**config.mk**
```make
export PLATFORM = sky130hd
export DESIGN_NAME = sisc_fetch_queue
export DESIGN_NICKNAME = d
export VERILOG_FILES = /design/src/rtl/sisc_pkg.sv /design/src/rtl/sisc_sync_fifo.sv /design/src/rtl/sisc_fetch_queue.sv
export SDC_FILE = /design/constraint.sdc
export NUM_CORES = 1
export LEC_CHECK = 0
export CORE_ASPECT_RATIO = 0.7
export CORE_MARGIN = 1.5
export CORE_UTILIZATION = 57
export DETAILED_ROUTE_END_ITERATION = 8
export PLACE_DENSITY = 0.85
export SETUP_SLACK_MARGIN = 0.3
export SKIP_LAST_GASP = 1
export SYNTH_ARGS = -nofsm -noshare
export SYNTH_HDL_FRONTEND = slang
export SYNTH_SLANG_ARGS = --single-unit
```
**constraint.sdc**
```tcl
create_clock -name clk -period 2.9 [get_ports clk]
set_clock_uncertainty 0.2 [all_clocks]
set_input_delay 0.435 -clock clk [delete_from_list [all_inputs] [get_ports clk]]
set_output_delay 0.435 -clock clk [all_outputs]
set_load 0.005 [all_outputs]
```
**src/rtl/sisc_pkg.sv**
```systemverilog
// SISC fetch queue shared definitions.
// Widths and fetch FSM encoding used across the fetch path.
package sisc_pkg;

  localparam int SISC_ADDR_W = 16;
  localparam int SISC_DATA_W = 32;

  typedef enum logic [1:0] {
    FQ_IDLE  = 2'b00,
    FQ_REQ   = 2'b01,
    FQ_DRAIN = 2'b10
  } fq_state_e;

endpackage

```
**src/rtl/sisc_sync_fifo.sv**
```systemverilog
// Synchronous FIFO with clear; head word is combinational.
// Storage, pointers and occupancy for the prefetch queue.
module sisc_sync_fifo #(
  parameter  int DEPTH = 4,
  parameter  int WIDTH = 48,
  localparam int PW    = $clog2(DEPTH),
  localparam int CW    = PW + 1
) (
  input  logic             clk,
  input  logic             rst_f,
  input  logic             push,
  input  logic             pop,
  input  logic             clr,
  input  logic [WIDTH-1:0] wdata,
  output logic [WIDTH-1:0] head,
  output logic             empty,
  output logic [CW-1:0]    count
);

  logic [WIDTH-1:0] mem [DEPTH];
  logic [PW-1:0]    rd_ptr;
  logic [PW-1:0]    wr_ptr;
  logic [CW-1:0]    cnt;

  always_ff @(posedge clk or negedge rst_f) begin
    if (!rst_f) begin
      for (int i = 0; i < DEPTH; i++)
        mem[i] <= '0;
      rd_ptr <= '0;
      wr_ptr <= '0;
      cnt    <= '0;
    end else if (clr) begin
      rd_ptr <= '0;
      wr_ptr <= '0;
      cnt    <= '0;
    end else begin
      if (push) begin
        mem[wr_ptr] <= wdata;
        wr_ptr      <= wr_ptr + PW'(1);
      end
      if (pop)
        rd_ptr <= rd_ptr + PW'(1);
      cnt <= cnt + CW'(push) - CW'(pop);
    end
  end

  // Stale words past rd_ptr are masked so an empty queue reads 0.
  assign empty = (cnt == '0);
  assign head  = empty ? '0 : mem[rd_ptr];
  assign count = cnt;

endmodule

```
**src/rtl/sisc_fetch_queue.sv**
```systemverilog
// SISC instruction prefetch queue: sequential fetch ahead
// of the IR, one outstanding request, flush/redirect.
module sisc_fetch_queue
  import sisc_pkg::*;
#(
  parameter  int DEPTH  = 4,
  parameter  int ADDR_W = SISC_ADDR_W,
  parameter  int DATA_W = SISC_DATA_W,
  localparam int CW     = $clog2(DEPTH) + 1
) (
  input  logic              clk,
  input  logic              rst_f,
  input  logic              flush,
  input  logic [ADDR_W-1:0] flush_addr,
  output logic              im_req,
  output logic [ADDR_W-1:0] im_addr,
  input  logic              im_ack,
  input  logic [DATA_W-1:0] im_data,
  input  logic              ir_load,
  output logic              instr_valid,
  output logic [DATA_W-1:0] instr,
  output logic [ADDR_W-1:0] instr_pc,
  output logic [CW-1:0]     q_count
);

  fq_state_e state;
  fq_state_e state_nx;

  logic [ADDR_W-1:0]        fetch_pc;
  logic [ADDR_W-1:0]        drain_addr;
  logic [ADDR_W+DATA_W-1:0] head;
  logic [CW-1:0]            cnt;
  logic [CW-1:0]            cnt_after;
  logic                     empty;
  logic                     push;
  logic                     pop;

  assign push      = (state == FQ_REQ) & im_ack & ~flush;
  assign pop       = ir_load & ~empty & ~flush;
  assign cnt_after = cnt + CW'(1) - CW'(pop);

  always_comb begin
    state_nx = FQ_IDLE;
    im_req   = 1'b0;
    unique case (state)
      FQ_IDLE: begin
        if (!flush && cnt < CW'(DEPTH))
          state_nx = FQ_REQ;
      end
      FQ_REQ: begin
        im_req = 1'b1;
        // A flush that races the ack has nothing left in flight.
        if (flush)
          state_nx = im_ack ? FQ_IDLE : FQ_DRAIN;
        else if (im_ack)
          state_nx = (cnt_after < CW'(DEPTH)) ? FQ_REQ : FQ_IDLE;
        else
          state_nx = FQ_REQ;
      end
      FQ_DRAIN: begin
        im_req   = 1'b1;
        state_nx = im_ack ? FQ_IDLE : FQ_DRAIN;
      end
      default: state_nx = FQ_IDLE;
    endcase
  end

  always_ff @(posedge clk or negedge rst_f) begin
    if (!rst_f) begin
      state      <= FQ_IDLE;
      fetch_pc   <= '0;
      drain_addr <= '0;
    end else begin
      state <= state_nx;
      if (flush)
        fetch_pc <= flush_addr;
      else if (push)
        fetch_pc <= fetch_pc + ADDR_W'(1);
      if (flush && state == FQ_REQ)
        drain_addr <= fetch_pc;
    end
  end

  assign im_addr = (state == FQ_DRAIN) ? drain_addr : fetch_pc;

  sisc_sync_fifo #(
    .DEPTH (DEPTH),
    .WIDTH (ADDR_W + DATA_W)
  ) u_fifo (
    .clk   (clk),
    .rst_f (rst_f),
    .push  (push),
    .pop   (pop),
    .clr   (flush),
    .wdata ({fetch_pc, im_data}),
    .head  (head),
    .empty (empty),
    .count (cnt)
  );

  assign instr_valid         = ~empty;
  assign {instr_pc, instr}   = head;
  assign q_count             = cnt;

endmodule

```
==> impl_results.md <==
- Outcome: completed
- Synth-to-Final Area Change: 27.8%
- Number of max-cap violations: 0
- # DRC: 0
- 1st-pass router iterations: 4
- Setup tns final: 0 ns
- CTS Buf Count: 23
- Synth unique cells: 35
- Synth Instances: 750
- H-tree Lvls: 1
- Power Dens Cells: 919 nW/µm²
- Period utilization: 97.0%
- Routability cong.: 0.832
- Layout cell share with drive strength beyond 1: 52.1%
- CP max FO: 7
- DR iter-0 viols: 456
- Die height: 119 µm
- Final min period: 2.81 ns
- Sequential share of the synthesized area: 53.3%
- CTS tree: built
- Area of the multi-input gates: 4830 µm²
- Reg clk slew, reported paths: 0.07 ns
- Slowest cell on crit path: dfrtp_4
- GR Util All Layers: 27.6%
- Post-synthesis register bit count: 233
- Chip width: 169 µm
- Cell with the most instances after synthesis: dfrtp_1
- Clk sinks: 233
- Die area: 20,000 µm²
- Detail Route Antenna Nets: 0
- Syn_area_per_cell: 14.6 µm²
- DP HPWL: 15,900 µm
- Clock latency on the worst-skew pair: 0.51 ns
- Top cells by count, synth: 233 x dfrtp_1, 219 x mux2_2, 48 x and2_1, 48 x mux4_2, 34 x nand2_1
- Core Box Area: 18,900 µm²
- Dominant synthesized flop cell: dfrtp_1
- Req. time, crit path: 2.27 ns
- Worst-case vdd ir drop: 0.536 mV
- Buf/Inv on CP: 4
- Slowest cell delay on critical path: 0.51 ns
- Top Ports: 122
- Final core utilization: 74.1%
- Overflow left after global routing: 0
- CP delay by family, top: buffers and inverters
- WL/cell: 23.2 µm
- ANT cells: 0
- Vias in the first global route: 7,538
- Register area: 5840 µm²
- Final nets: 974
- Fillers: 1,070
- Asr flop ratio synth: 100%
- Yosys top cell by area: dfrtp_1
- First-pass GRT wire length: 42,700 µm
- Port Buffers: 121
- RSZ-0062 raised after global routing: yes
- Setup crit end kind: output pin
- Final hold violations: 0
- Post-synth EDFFs: 0
- Crit Path Category: flop to output pin
- Worst EP arrival: 2.18 ns
- Rows: 42
- Vias per cell: 6.05
- Starting Density: 58.0%
- Cell area after synthesis: 10,900 µm²
- Largest net degree at the start of global routing: 83
- Share of the synthesized area in the top cell type: 53.3%
- Clock Path Buffers: 3
- Most area-consuming cells after synthesis: dfrtp_1 53%, mux2_2 23%, mux4_2 9.9%, and2_1 2.7%, ha_1 1.4%
- Routed via count: 7,046
- Worst-path cell chain: buf_12 > buf_6 > buf_12 > mux4_2 > and2_4 > buf_6
- Initial antenna violation count: 0
- CP startpoint kind: flop
- Slew HR: 56.9%
- Leakage: 0.00652 µW
- Worst-Margin Slew: 0.646 ns
- Post-synth net total: 816
- HP Class: input pin to asynchronous set/reset pin
- Root Driver: clkbuf_16
- Setup-failing EPs final: 0
- Warnings from Yosys: 0
- FMAX: 355 MHz
- Slew Limit Fails: 0
- Final wirelength: 27,000 µm
==> through the flow <==
step | total power (µW) | area [µm²] | hold WS (ns) | setup WS (ns) | std cells
after floorplan | 6940 | 11000 | -0.0606 | 0.246 | 750
after global placement | 8400 | 12500 | 0.260 | 0.257 | 1082
after detailed placement | 8650 | 12500 | 0.272 | 0.189 | 1082
after CTS | 12400 | 13700 | 0.293 | 0.0933 | 1152
after global routing | 13400 | 14000 | 0.307 | 0.0492 | 1164
final | 12800 | 14000 | 0.294 | 0.0860 | 1164
==> final cells by class <==
class                      count  area share [%]
timing repair buffer         193            15.9
clock buffer                  34            4.91
multi-input combinational    445            34.5
inverter                      12           0.322
tap                          242            2.17
clock inverter                 5           0.385
sequential                   233            41.7
==> sequential cells by signal, summed over array words and instances (netlist names) <==
signal	flops
u_fifo.mem	192
fetch_pc	16
u_fifo.rd_ptr	2
u_fifo.wr_ptr	2
u_fifo.count	3
drain_addr	16
state	2
==> final timing paths <==
| kind | startpoint | endpoint | slack, ns | cells past startpoint |
|---|---|---|---|---|
| setup / recovery | u_fifo.rd_ptr[0]$_DFFE_PN0P_ | instr_pc[9] | 0.09 | 6 |
| hold / removal | rst_f | u_fifo.mem[165]$_DFFE_PN0P_ | 0.29 | 2 |
| setup reg to reg | u_fifo.count[2]$_DFF_PN0_ | u_fifo.count[2]$_DFF_PN0_ | 0.33 | 11 |
| hold reg to reg | drain_addr[7]$_DFFE_PN0P_ | drain_addr[7]$_DFFE_PN0P_ | 0.29 | 2 |
| max in group asynchronous | rst_f | u_fifo.mem[25]$_DFFE_PN0P_ | 1.33 | 3 |
| min in group clk | drain_addr[7]$_DFFE_PN0P_ | drain_addr[7]$_DFFE_PN0P_ | 0.29 | 2 |
==> routing by layer <==
| layer | part of all wire [%] | vias to the layer above | global-route usage, % |
|---|---|---|---|
| li1 | - | 3001 | - |
| met1 | 42 | 3749 | 37.7 |
| met5 | 0 | - | 0 |
| met3 | 5.1 | 57 | 3.76 |
| met2 | 50 | 239 | 47.5 |
| met4 | 2.8 | 0 | 6.81 |
==> cell usage in the layout, fill, tap and decap left out, types with 9 or more instances in the layout <==
cell / n
dfrtp_1: 231
mux2_2: 218
buf_6: 56
clkdlybuf4s50_1: 55
mux4_2: 48
and2_4: 41
nand2_1: 30
clkbuf_16: 25
buf_4: 23
buf_12: 21
o21ai_0: 19
xnor2_1: 12
inv_1: 11
ha_1: 10
nor2_1: 9
clkdlybuf4s15_1: 9
==> cells by family after synthesis <==
family / after synthesis / synth area share (%)
AO/OA/AOI/OAI: 26 / 1.24
flip-flops: 233 / 53.3
XOR/XNOR: 19 / 1.52
multiplexers: 268 / 32.5
buffers and inverters: 72 / 3.95
adder cells (fa/ha/maj): 13 / 1.56
AND/OR/NAND/NOR: 119 / 5.88
==> report_power, final <==
group	leakage (µW)	internal, µW	switching [µW]	total (µW)
clock	0.000368	1720	1240	2960
sequential	0.00306	4090	519	4610
combinational	0.00309	3350	1920	5270
total	0.00652	9160	3680	12800
==> timing repair <==
item / 4_1_cts / 5_1_grt
pin swaps: 24 / 15
setup buffers: 26 / 10
cloned: 4 / 2
hold endpoints to repair: 79 / 0
endpoints found under the setup margin: 66 / 107
hold buffers: 1 / 0
resized for setup: 295 / 45
Power figures use the tool's default switching activity.
